$ cat src/rtl/serial_port_buffer.sv
// Buffered serial bridge: processor-side handshake to an external byte stream, with separate
// TX/RX FIFOs, occupancy counts, sticky error flags and a runtime loopback path.
module serial_port_buffer #(
  parameter int unsigned DATA_WIDTH = 8,
  parameter int unsigned TX_DEPTH   = 16,
  parameter int unsigned RX_DEPTH   = 16
) (
  input  logic                        clock,
  input  logic                        reset,
  input  logic [DATA_WIDTH-1:0]       cpu_wdata,
  input  logic                        cpu_wren,
  output logic                        cpu_tx_ready,
  input  logic                        cpu_rden,
  output logic [DATA_WIDTH-1:0]       cpu_rdata,
  output logic                        cpu_rx_valid,
  output logic [DATA_WIDTH-1:0]       line_tx_data,
  output logic                        line_tx_valid,
  input  logic                        line_tx_ready,
  input  logic [DATA_WIDTH-1:0]       line_rx_data,
  input  logic                        line_rx_valid,
  output logic                        line_rx_ready,
  input  logic                        loopback,
  input  logic                        clear_flags,
  output logic [$clog2(TX_DEPTH):0]   tx_count,
  output logic [$clog2(RX_DEPTH):0]   rx_count,
  output logic                        tx_drop,
  output logic                        rx_underflow
);

  localparam int unsigned TxAw = $clog2(TX_DEPTH);
  localparam int unsigned RxAw = $clog2(RX_DEPTH);
  localparam logic [TxAw:0] TxOne = 1;
  localparam logic [RxAw:0] RxOne = 1;

  logic [DATA_WIDTH-1:0] tx_mem_q [TX_DEPTH];
  logic [DATA_WIDTH-1:0] rx_mem_q [RX_DEPTH];
  logic [TxAw:0]         tx_wr_q, tx_wr_d, tx_rd_q, tx_rd_d;
  logic [RxAw:0]         rx_wr_q, rx_wr_d, rx_rd_q, rx_rd_d;
  logic [DATA_WIDTH-1:0] tx_last_q, rx_last_q;
  logic                  loopback_q;
  logic                  tx_drop_q, tx_drop_d, rx_underflow_q, rx_underflow_d;

  logic                  tx_full, tx_empty, rx_full, rx_empty;
  logic                  tx_push, tx_pop, rx_push, rx_pop;
  logic [DATA_WIDTH-1:0] tx_head, rx_head, rx_wdata;

  // Extra wrap bit: equal low bits with differing MSB means full.
  assign tx_empty = (tx_wr_q == tx_rd_q);
  assign tx_full  = (tx_wr_q[TxAw] != tx_rd_q[TxAw]) &&
                    (tx_wr_q[TxAw-1:0] == tx_rd_q[TxAw-1:0]);
  assign rx_empty = (rx_wr_q == rx_rd_q);
  assign rx_full  = (rx_wr_q[RxAw] != rx_rd_q[RxAw]) &&
                    (rx_wr_q[RxAw-1:0] == rx_rd_q[RxAw-1:0]);

  assign tx_head = tx_mem_q[tx_rd_q[TxAw-1:0]];
  assign rx_head = rx_mem_q[rx_rd_q[RxAw-1:0]];

  assign cpu_tx_ready  = !tx_full;
  assign cpu_rx_valid  = !rx_empty;
  assign line_tx_valid = !tx_empty && !loopback_q;
  assign line_rx_ready = !rx_full && !loopback_q;
  // Heads hold their last shown value once the FIFO drains.
  assign line_tx_data  = tx_empty ? tx_last_q : tx_head;
  assign cpu_rdata     = rx_empty ? rx_last_q : rx_head;

  assign tx_count     = tx_wr_q - tx_rd_q;
  assign rx_count     = rx_wr_q - rx_rd_q;
  assign tx_drop      = tx_drop_q;
  assign rx_underflow = rx_underflow_q;

  always_comb begin
    tx_push  = cpu_wren && !tx_full;
    rx_pop   = cpu_rden && !rx_empty;
    tx_pop   = 1'b0;
    rx_push  = 1'b0;
    rx_wdata = line_rx_data;
    if (loopback_q) begin
      tx_pop   = !tx_empty && !rx_full;
      rx_push  = tx_pop;
      rx_wdata = tx_head;
    end else begin
      tx_pop   = line_tx_valid && line_tx_ready;
      rx_push  = line_rx_valid && line_rx_ready;
    end

    tx_wr_d = tx_push ? tx_wr_q + TxOne : tx_wr_q;
    tx_rd_d = tx_pop  ? tx_rd_q + TxOne : tx_rd_q;
    rx_wr_d = rx_push ? rx_wr_q + RxOne : rx_wr_q;
    rx_rd_d = rx_pop  ? rx_rd_q + RxOne : rx_rd_q;

    // A set condition beats a simultaneous clear.
    tx_drop_d      = (cpu_wren && tx_full) || (tx_drop_q && !clear_flags);
    rx_underflow_d = (cpu_rden && rx_empty) || (rx_underflow_q && !clear_flags);
  end

  always_ff @(posedge clock) begin
    if (reset) begin
      tx_wr_q        <= '0;
      tx_rd_q        <= '0;
      rx_wr_q        <= '0;
      rx_rd_q        <= '0;
      tx_last_q      <= '0;
      rx_last_q      <= '0;
      loopback_q     <= loopback;
      tx_drop_q      <= 1'b0;
      rx_underflow_q <= 1'b0;
    end else begin
      tx_wr_q        <= tx_wr_d;
      tx_rd_q        <= tx_rd_d;
      rx_wr_q        <= rx_wr_d;
      rx_rd_q        <= rx_rd_d;
      tx_last_q      <= line_tx_data;
      rx_last_q      <= cpu_rdata;
      loopback_q     <= loopback;
      tx_drop_q      <= tx_drop_d;
      rx_underflow_q <= rx_underflow_d;
    end
  end

  // Storage needs no reset; validity is tracked by the pointers alone.
  always_ff @(posedge clock) begin
    if (!reset && tx_push) tx_mem_q[tx_wr_q[TxAw-1:0]] <= cpu_wdata;
    if (!reset && rx_push) rx_mem_q[rx_wr_q[RxAw-1:0]] <= rx_wdata;
  end

endmodule

$ cat config.mk
export PLATFORM = sky130hd
export DESIGN_NAME = serial_port_buffer
export DESIGN_NICKNAME = d
export VERILOG_FILES = /design/src/rtl/serial_port_buffer.sv
export SDC_FILE = /design/constraint.sdc
export NUM_CORES = 1
export LEC_CHECK = 0
export ABC_AREA = 1
export BUFFER_PORTS_ARGS = -buffer_cell sky130_fd_sc_hd__buf_4
export CORE_MARGIN = 2
export CORE_UTILIZATION = 35
export DETAILED_ROUTE_END_ITERATION = 12
export MAX_ROUTING_LAYER = met4
export PLACE_DENSITY = 0.51
export SETUP_SLACK_MARGIN = 0.4
export SYNTH_ARGS = -nofsm -noshare
export SYNTH_HDL_FRONTEND = slang
export SYNTH_SLANG_ARGS = --single-unit
export TNS_END_PERCENT = 10
$ cat constraint.sdc
create_clock -name clock -period 5.25 [get_ports clock]
set_input_delay 1.3125 -clock clock [delete_from_list [all_inputs] [get_ports clock]]
set_output_delay 1.3125 -clock clock [all_outputs]
set_load 0.01 [all_outputs]
==> reports/results.tsv, run 1 <==
stage	metric	value	unit
pwr	internal_power	4.88	mW
clock_network	ctsResizeCount	0	
global_route	antenna_found_initial	0	
sta	hold_violations	0	
routing	drc	0	
pwr	seqPwrFrac	0.399	
clock_network	cts.sinks	303	
floorplan	start_util	0.357	
synth	avgSynthCellArea	10.0	µm²
clock_network	cts-hold-fix-buffers	0	
synth	synth_area_leaders	edfxtp_1, nand2_1, nand3_1	
floorplan	dieHeight	198	µm
critical_path	path_class	register to primary output	
synth	yosys.area.top_type	edfxtp_1	
min_path	min_from	rx_underflow$_SDFF_PP0_	
synth	synth-seq-cells	303	
cells_and_area	fin_nets	1417	
pwr	sw_frac_of_total	0.302	
critical_path	r2r-start	tx_wr_q[0]$_SDFFE_PP0P_	
placed_design	dp_hpwl	20.6	mm
clock_network	insertion_delay	520	ps
placed_design	place.gp.congestion	0.796	
synth	synthArstFlopShare	0	
cells_and_area	insertedDiodeCount	0	
sta	fin_tns_setup	0	ps
synth	synth_top_area_frac	0.585	
floorplan	coreArea	0.0368	mm²
placed_design	port_buffers	55	
synth	yosysMostFrequentCell	nand2_1	
pwr	pwr-share-comb	0.241	
sta	fin_skew	33.3	ps
synth	synthCells	1310	
routing	firstDrtPassIters	5	
pwr	peakVddDrop	0.270	mV
synth	ys_warn_count	0	
synth	ys.flop_type	edfxtp_1	
clock_network	path_clk_slew	60	ps
critical_path	cp.arrival	2780	ps
routing	vias_per_cell	4.79	
clock_network	cts.path.max_buffers	3	
routing	finalWirelength	32.6	mm
critical_path	setup.worst_path.start	rx_wr_q[0]$_SDFFE_PP0P_	
pwr	leakage	6.21	nW
pwr	power	7.00	mW
pwr	p_clk_frac	0.360	
sta	finalCritPeriodShare	0.779	
sta	slew_viol_final	0	
synth	netlist_area	0.0131	mm²
clock_network	cts_htree_levels	2	
min_path	hp-class	register to register	
global_route	grt_overflow_total	0	
synth	ys_types	26	
floorplan	die_w	198	µm
clock_network	cts_buffers	35	
floorplan	rows	70	
pwr	powerDensity	457	mW/mm²
synth	synth_edf_count	256	
routing	vias	8941	
sta	fin_crit	4090	ps
global_route	grt_max_degree	65	
global_route	track_usage	0.176	
cells_and_area	design_area	0.0153	mm²
job	drv_cap	0	
sta	finalSetupViolations	0	
synth	ys_seq_area_frac	0.657	
cells_and_area	fill_cells	3529	
synth	syn-num-nets	1354	
critical_path	path_max_fanout	19	
cells_and_area	area_growth	16.5	%
placed_design	postPlaceCellArea	0.0141	mm²
status	status	completed	
synth	synth_commonest_cells	nand2_1, edfxtp_1, nand3_1	
sta	relSlewSlack	0.205	
floorplan	die_area	0.0391	mm²
cells_and_area	drive_gt1_frac	0.116	
floorplan	io-pin-count	56	
critical_path	start_kind	register	
pwr	switchingPower	2.12	mW
critical_path	cp_data_required_time	3940	ps
critical_path	cp-end-kind	primary output	
routing	first_iter_violations	545	
routing	avgRoutedWirePerCell	17.5	µm
clock_network	cts_setup_buffers	0	
global_route	grt_pass1_wl	50.6	mm
routing	ant_nets	0	
clock_network	cts_tree	built	
sta	rsz0062_at_grt	false	
clock_network	clockRootBuffer	clkbuf_16	
sta	timing.fmax	245	MHz
sta	worst_slew_pin_slew	1180	ps
global_route	first_global_vias	8733	
-- power by group through the flow --
| stage | clock network (mW) | registers [mW] | logic (mW) |
|---|---|---|---|
| after detailed placement | 0 | 2.84 | 1.71 |
| final | 2.52 | 2.79 | 1.69 |
| after CTS | 2.56 | 2.79 | 1.72 |
| after floorplan | 0 | 2.83 | 1.05 |
| after global placement | 0 | 2.84 | 1.71 |
| after global routing | 2.65 | 2.80 | 1.90 |
-- through the flow --
| step | hold WS (ps) | setup slack [ps] | utilization | cells |
|---|---|---|---|---|
| after floorplan | 487 | 2280 | - | 1310 |
| final | 485 | 1160 | 0.416 | 1868 |
| after global routing | 518 | 968 | 0.416 | 1868 |
| after global placement | 470 | 1690 | 0.384 | 1804 |
| after detailed placement | 475 | 1700 | 0.384 | 1804 |
| after CTS | 488 | 1140 | 0.416 | 1868 |
-- sequential cells by signal, summed over array words and instances (netlist names), named ones only --
signal and count:
loopback_q 1, rx_last_q 8, rx_mem_q 128, rx_rd_q 5
rx_underflow 1, rx_wr_q 5, tx_drop 1, tx_last_q 8
tx_mem_q 128, tx_rd_q 5, tx_wr_q 5
-- cell type report --
| class | instances | area [µm²] | area share |
|---|---|---|---|
| Sequential cell | 303 | 8630 | 0.564 |
| Multi-Input combinational cell | 809 | 3740 | 0.244 |
| Clock buffer | 52 | 1020 | 0.0667 |
| Timing Repair Buffer | 84 | 631 | 0.0412 |
| Tap cell | 468 | 586 | 0.0382 |
| Inverter | 140 | 526 | 0.0343 |
| Clock inverter | 12 | 184 | 0.0120 |
-- worst max-delay path, cell delays in order (launching register included) --
cell	delay [ps]
dfxtp_1	410
inv_1	140
ha_1	330
nand2_1	60
nor2_1	300
nand2_2	360
or2_2	390
nand2_1	90
inv_1	50
buf_4	130
-- per-layer routing --
layer	track usage	vias to the layer above	routed length (µm)
met5	-	-	0
met4	0.0490	0	652
met3	0.0303	45	1640
met2	0.272	182	14800
met1	0.239	4256	15600
li1	-	4458	-
-- kinds of logic (layout without fill, tap and decap cells) --
kind of cell / count (synthesis) / count (layout) / synth area share
adders and majority gates: 20 / 20 / 0.0202
buffers and inverters: 198 / 288 / 0.0591
xor gates and xnor gates: 15 / 15 / 0.0100
DFF: 303 / 303 / 0.657
AOI/OAI and AO/OA: 44 / 44 / 0.0175
and+or+nand+nor: 730 / 730 / 0.237
-- path summary, 6_finish.rpt --
check	to	slack, ps	cells after the start
hold reg to reg	rx_underflow$_SDFF_PP0_	490	2
hold / removal	rx_underflow$_SDFF_PP0_	490	2
setup / recovery	cpu_rdata[2]	1160	9
setup reg to reg	rx_mem_q[6][4]$_DFFE_PP_	2180	9
-- layout by cell type (no fill, tap or decap) --
cell and instances:
clkbuf_1 10, clkbuf_8 6, nor3b_1 2, nand2_2 1
nand2_4 3, clkinv_1 1, xnor2_1 7, ha_1 18
nor2_1 48, inv_2 2, o21ai_0 13, xor2_1 8
nand3_4 1, dfxtp_2 2, buf_4 84, fa_1 2
nand2_1 437, or2_0 1, clkinv_8 1, a21oi_1 23
nor3_1 23, clkinv_2 1, nand3_2 1, edfxtp_1 256
bufinv_16 4, inv_6 1, clkinvlp_4 4, nand3_1 197
clkbuf_16 36, inv_1 138, or2_2 16, dfxtp_1 45
a31oi_1 8
(Power assumes the default switching activity.)
==> inputs of run 2 (changes only) <==
clock period = 3.98 ns   (was 5.25 ns; I/O delays follow)
==> run 2 against run 1 <==
  * Routed wire length rose by 1.0%
  * Total power rose by 29%
  * Clock skew fell by 15 ps
  * Worst setup slack got worse by 630 ps
  * Cell count rose by 0.70%
  * Critical endpoint is now line_tx_data[6]
  * Largest power group unchanged
  * Highest routed layer unchanged
==> reports/results.tsv, run 2 (synthesis results as in run 1) <==
stage	metric	value	unit	change
status	status	completed		
pwr	sw_frac_of_total	0.310		+0.00707
clock_network	clockRootBuffer	clkbuf_16		
pwr	seqPwrFrac	0.407		+0.008
clock_network	cts-hold-fix-buffers	0		unchanged
placed_design	dpl_worst_slack	908	ps	-793 ps
critical_path	cp.arrival	2450	ps	-330 ps
clock_network	cts.path.max_buffers	3		unchanged
global_route	grt_max_degree	66		+1.5%
pwr	p_clk_frac	0.338		-0.022
critical_path	path_buf_inv	4		+1
floorplan	die_w	198	µm	unchanged
global_route	top_usage_layer	met2		
placed_design	dp_hpwl	20.6	mm	-0.14%
sta	finalCritPeriodShare	0.867		
sta	hold_violations	0		unchanged
critical_path	cpMaxStageDelayCell	inv_2		
sta	finalSetupViolations	0		unchanged
floorplan	rows	70		unchanged
floorplan	die_area	0.0391	mm²	unchanged
critical_path	path_common_cell	nand2_1		
routing	vias_per_cell	4.83		+0.83%
global_route	track_usage	0.177		+0.00134
sta	relSlewSlack	0.374		+0.169
sta	fin_skew	17.8	ps	-15.5 ps
clock_network	cts_tree	built		
job	drv_cap	0		unchanged
routing	vias	9078		+1.5%
clock_network	cts_buffers	35		unchanged
critical_path	cp-end-kind	primary output		
cells_and_area	area_growth	16.9	%	
sta	rsz0062_at_grt	true		
floorplan	start_util	0.357		unchanged
pwr	switchingPower	2.80	mW	+32%
cells_and_area	insertedDiodeCount	0		unchanged
min_path	hp-class	register to register		
routing	firstDrtPassIters	5		unchanged
placed_design	place.gp.congestion	0.842		+5.8%
critical_path	start_kind	register		
pwr	leakage	6.25	nW	+0.66%
critical_path	crit_path_cell_trace	inv_2 > buf_12 > nand2_1 > nand2_1 > nand2_1 > nand3_1 > nand3_1 > nand3_1 > nand2_1 > inv_1 > buf_4		
critical_path	critical-path-max-stage-delay	390	ps	-20 ps
critical_path	crit_family	buffers and inverters		
clock_network	insertion_delay	520	ps	about the same
global_route	grt_pass1_wl	50.9	mm	+0.56%
pwr	pwr-share-comb	0.255		+0.014
floorplan	coreArea	0.0368	mm²	unchanged
sta	fin_tns_setup	0	ps	unchanged
global_route	first_global_vias	8566		-1.9%
cells_and_area	fill_cells	3602		+2.1%
sta	slew_viol_final	0		unchanged
cells_and_area	final_common_cell	nand2_1		
sta	timing.fmax	290	MHz	
critical_path	path_class	register to primary output		
cells_and_area	fin_nets	1430		+0.92%
sta	postLayoutSetupSlackWorst	531	ps	-629 ps
clock_network	cts.sinks	303		unchanged
sta	fin_crit	3450	ps	
routing	ant_nets	0		unchanged
critical_path	cp_data_required_time	2980	ps	-960 ps
pwr	peakVddDrop	0.452	mV	+67%
global_route	grtUsageMet3	0.0249		-0.00545
clock_network	path_clk_slew	60	ps	about the same
floorplan	io-pin-count	56		unchanged
global_route	use_met2	0.271		-0.000782
routing	drc	0		unchanged
pwr	powerDensity	588	mW/mm²	+29%
routing	avgRoutedWirePerCell	17.5	µm	+0.34%
cells_and_area	drive_gt1_frac	0.122		+0.00530
floorplan	dieHeight	198	µm	unchanged
global_route	grt_overflow_total	0		unchanged
sta	worst_slew_pin_slew	935	ps	-248 ps
cells_and_area	most-common-layout-cells	nand2_1, edfxtp_1, nand3_1		
global_route	antenna_found_initial	0		unchanged
routing	finalWirelength	33.0	mm	+1.0%
critical_path	path_max_fanout	38		+19
routing	first_iter_violations	681		+25%
placed_design	port_buffers	55		unchanged
global_route	grt_use_met1	0.247		+0.00727
pwr	internal_power	6.24	mW	+28%
clock_network	cts_htree_levels	2		unchanged
==> run 2: changes by cell type in the layout (fill, tap and decap cells not counted), moves of 2 or more <==
| cell | delta |
|---|---|
| clkbuf_1 | +4 |
| clkinv_1 | +3 |
| clkbuf_8 | -5 |
| clkinvlp_4 | -2 |
| buf_4 | +9 |
| buf_12 | +3 |
| nor2_4 | +2 |
| clkinv_2 | +2 |
| nor2_1 | -2 |
| bufinv_16 | -3 |
==> run 2: worst reg2reg max path, stage by stage, from the launching register on <==
cell     delay, ps
dfxtp_1        390
inv_1           60
ha_1           330
nand2_1        140
nor2_4          70
nand2_1        110
nand2_1        150
nor2_1         190
nand2_1        230
nor2_1         780
==> run 2: timing repair <==
| item | CTS | global route |
|---|---|---|
| setup buffers | 0 | 2 |
| resized for setup | 1 | 6 |
| setup endpoints to repair | 10 | 16 |
==> run 2: layout make-up <==
| class | instances | area (µm²) | area share |
|---|---|---|---|
| inverters | 140 | 529 | 0.0344 |
| multi-input cells | 809 | 3760 | 0.245 |
| clock inverters | 12 | 101 | 0.00660 |
| well taps | 468 | 586 | 0.0381 |
| clock buffers | 52 | 992 | 0.0646 |
| repair buffers | 97 | 769 | 0.0501 |
| flip-flops and latches | 303 | 8630 | 0.562 |
==> run 2: worst paths after layout <==
path	start	endpoint	slack, ps	cells after the start
worst min-delay path	rx_underflow$_SDFF_PP0_	rx_underflow$_SDFF_PP0_	470	2
worst max register to register	tx_rd_q[2]$_SDFFE_PP0N_	tx_mem_q[12][3]$_DFFE_PP_	1150	9
worst max-delay path	register	line_tx_data[6]	530	11
worst min register to register	rx_underflow$_SDFF_PP0_	rx_underflow$_SDFF_PP0_	470	2
==> run 2: layer usage <==
metal  part of all wire  vias to the layer above
met4              0.025                        0
met2               0.45                      238
met5                  0                        -
li1                   -                     4483
met1               0.47                     4299
met3              0.047                       58
==> run 2: stage by stage <==
stage / util / hold slack [ps] / instances / cell area (µm²) / power (mW)
6_report: 0.418 / 472 / 1881 / 15400 / 9.04
5_1_grt: 0.418 / 507 / 1881 / 15400 / 9.52
4_1_cts: 0.417 / 476 / 1879 / 15300 / 9.13
3_5_place_dp: 0.387 / 459 / 1815 / 14200 / 6.04
3_3_place_gp: 0.387 / 465 / 1815 / 14200 / 6.03
2_1_floorplan: - / 487 / 1310 / 13100 / 5.11
==> run 2: power by group through the flow <==
stage	Sequential [mW]	Clock, mW	Combinational (mW)
after CTS	3.68	3.14	2.31
final	3.68	3.06	2.30
after global routing	3.69	3.25	2.58
after global placement	3.74	0	2.29
after detailed placement	3.74	0	2.30
after floorplan	3.73	0	1.38
==> inputs of run 3 (changes only) <==
CTS_BUF_LIST = sky130_fd_sc_hd__clkbuf_8   (was unset)
==> run 3 against run 2 <==
  * Clock-buffer cell count is 7 higher
  * Design area is 0.20% lower
  * Sequential power hardly changed
  * Global-route usage is 0.050 points higher
  * Worst setup slack better by 10 ps
  * Critical endpoint is now line_tx_data[1]
==> reports/results.tsv, run 3 (synthesis results as in run 1) <==
stage	metric	value	unit	change
critical_path	cp-end-kind	primary output		
floorplan	start_util	0.357		unchanged
pwr	p_clk_frac	0.312		-0.026
routing	vias	9154		+0.84%
sta	finalCritPeriodShare	0.864		-0.00258
global_route	track_usage	0.178		+0.000503
global_route	grt_pass1_wl	51.1	mm	+0.37%
pwr	power	8.74	mW	-3.3%
routing	avgRoutedWirePerCell	17.4	µm	-0.87%
clock_network	cts.sinks	303		unchanged
sta	slew_viol_final	0		unchanged
critical_path	cpMaxStageDelayCell	dfxtp_2		
sta	fin_tns_setup	0	ps	unchanged
routing	wirelength_met1	15.7	mm	about the same
routing	first_iter_violations	761		+12%
cells_and_area	drive_gt1_frac	0.137		+0.0151
routing	vias_per_cell	4.78		-0.95%
placed_design	dp_hpwl	20.6	mm	unchanged
floorplan	die_w	198	µm	unchanged
cells_and_area	final-instance-count-excl-fill	1915		+1.8%
clock_network	cts-hold-fix-buffers	0		unchanged
routing	wl_met2	15.0	mm	about the same
sta	timing.fmax	291	MHz	+0.30%
cells_and_area	area_growth	16.7	%	
routing	finalWirelength	33.3	mm	+0.92%
min_path	hp-class	register to register		
floorplan	dieHeight	198	µm	unchanged
sta	worst_slew_pin_slew	942	ps	+6.75 ps
routing	ant_nets	0		unchanged
global_route	antenna_found_initial	0		unchanged
critical_path	path_max_fanout	17		-55%
pwr	switchingPower	2.80	mW	about the same
placed_design	dpl_worst_slack	908	ps	unchanged
clock_network	path_clk_slew	60	ps	about the same
critical_path	crit_family	simple AND/OR/NAND/NOR gates		
pwr	pwr-share-comb	0.267		+0.012
sta	rsz0062_at_grt	true		
critical_path	cp.arrival	2440	ps	about the same
pwr	leakage	6.35	nW	+1.5%
critical_path	cp_data_required_time	2980	ps	about the same
critical_path	crit_path_cell_trace	inv_1 > ha_1 > nand2_1 > nor2_4 > nand2_8 > or2_2 > nand2_1 > inv_1 > buf_4		
clock_network	cts_tree	built		
global_route	first_global_vias	8706		+1.6%
sta	fin_crit	3440	ps	-10.3 ps
cells_and_area	most-common-layout-cells	nand2_1, edfxtp_1, nand3_1		
status	status	completed		
floorplan	die_area	0.0391	mm²	unchanged
sta	fin_skew	28.1	ps	+10.2 ps
sta	hold_violations	0		unchanged
cells_and_area	final_common_cell	nand2_1		
pwr	powerDensity	570	mW/mm²	-3.1%
clock_network	insertion_delay	590	ps	+70 ps
routing	top_layer_used	met4		
routing	wl_met3	1.83	mm	+18%
floorplan	rows	70		unchanged
clock_network	cts_buffers	51		+46%
critical_path	path_class	register to primary output		
global_route	grt_max_degree	66		unchanged
cells_and_area	fin_nets	1450		+1.4%
critical_path	critical-path-max-stage-delay	360	ps	-30 ps
pwr	peakVddDrop	0.291	mV	-36%
floorplan	io-pin-count	56		unchanged
clock_network	cts.path.max_buffers	3		unchanged
critical_path	path_buf_inv	3		-1
pwr	seqPwrFrac	0.421		+0.014
routing	drc	0		unchanged
placed_design	place.gp.congestion	0.842		unchanged
placed_design	dpl.cell_count	1815		unchanged
cells_and_area	utilization	0.417		-0.000816
routing	firstDrtPassIters	5		unchanged
clock_network	cts_htree_levels	2		unchanged
sta	finalSetupViolations	0		unchanged
placed_design	port_buffers	55		unchanged
pwr	sw_frac_of_total	0.320		+0.0103
floorplan	coreArea	0.0368	mm²	unchanged
sta	relSlewSlack	0.370		-0.00451
sta	postLayoutSetupSlackWorst	541	ps	+10.3 ps
critical_path	start_kind	register		
pwr	internal_power	5.95	mW	-4.7%
clock_network	clockRootBuffer	clkbuf_8		
job	drv_cap	0		unchanged
global_route	grt_overflow_total	0		unchanged
cells_and_area	insertedDiodeCount	0		unchanged
run 3: area by class of cell:
class                      count  area (µm²)
timing repair buffer         101         800
fill                        3592       21400
sequential                   303        8640
multi-input combinational    809        3770
inverter                     140         532
tap                          468         586
clock inverter                35         196
clock buffer                  59         812
run 3: final timing paths:
kind,startpoint,slack (ps),cells past startpoint,end
setup reg to reg,tx_rd_q[3]$_SDFFE_PP0N_,1150,9,tx_mem_q[12][2]$_DFFE_PP_
hold / removal,rx_underflow$_SDFF_PP0_,470,2,rx_underflow$_SDFF_PP0_
setup / recovery,tx_rd_q[2]$_SDFFE_PP0N_,540,9,line_tx_data[1]
hold reg to reg,rx_underflow$_SDFF_PP0_,470,2,rx_underflow$_SDFF_PP0_
run 3: worst register-to-register path: stages (launching register included):
cell	delay (ps)
dfxtp_1	350
inv_1	70
ha_1	320
nand2_1	150
nor2_4	70
nand2_1	120
nand2_1	160
nor2_1	190
nand2_1	230
nor2_1	780
run 3: stage by stage:
stage / hold WS, ps / instance area, µm²
6_report: 471 / 15300
5_1_grt: 488 / 15300
4_1_cts: 469 / 15200
3_5_place_dp: 459 / 14200
3_3_place_gp: 465 / 14200
2_1_floorplan: 487 / 13100
run 3: per-layer routing:
metal / up-vias / track usage
met5: - / -
met4: 0 / 0.0571
met3: 64 / 0.0261
met2: 261 / 0.270
met1: 4293 / 0.245
li1: 4536 / -
run 3: timing repair:
item / CTS / global route
setup endpoints to repair: 15 / 16
setup buffers: 0 / 6
pin swaps: 0 / 2
gates resized for setup: 3 / 12
run 3: power groups by stage:
stage	registers [mW]	logic, mW	clock network, mW
final	3.68	2.34	2.72
after detailed placement	3.74	2.30	0
after global routing	3.69	2.62	2.92
after floorplan	3.73	1.38	0
after CTS	3.68	2.32	2.80
after global placement	3.74	2.29	0
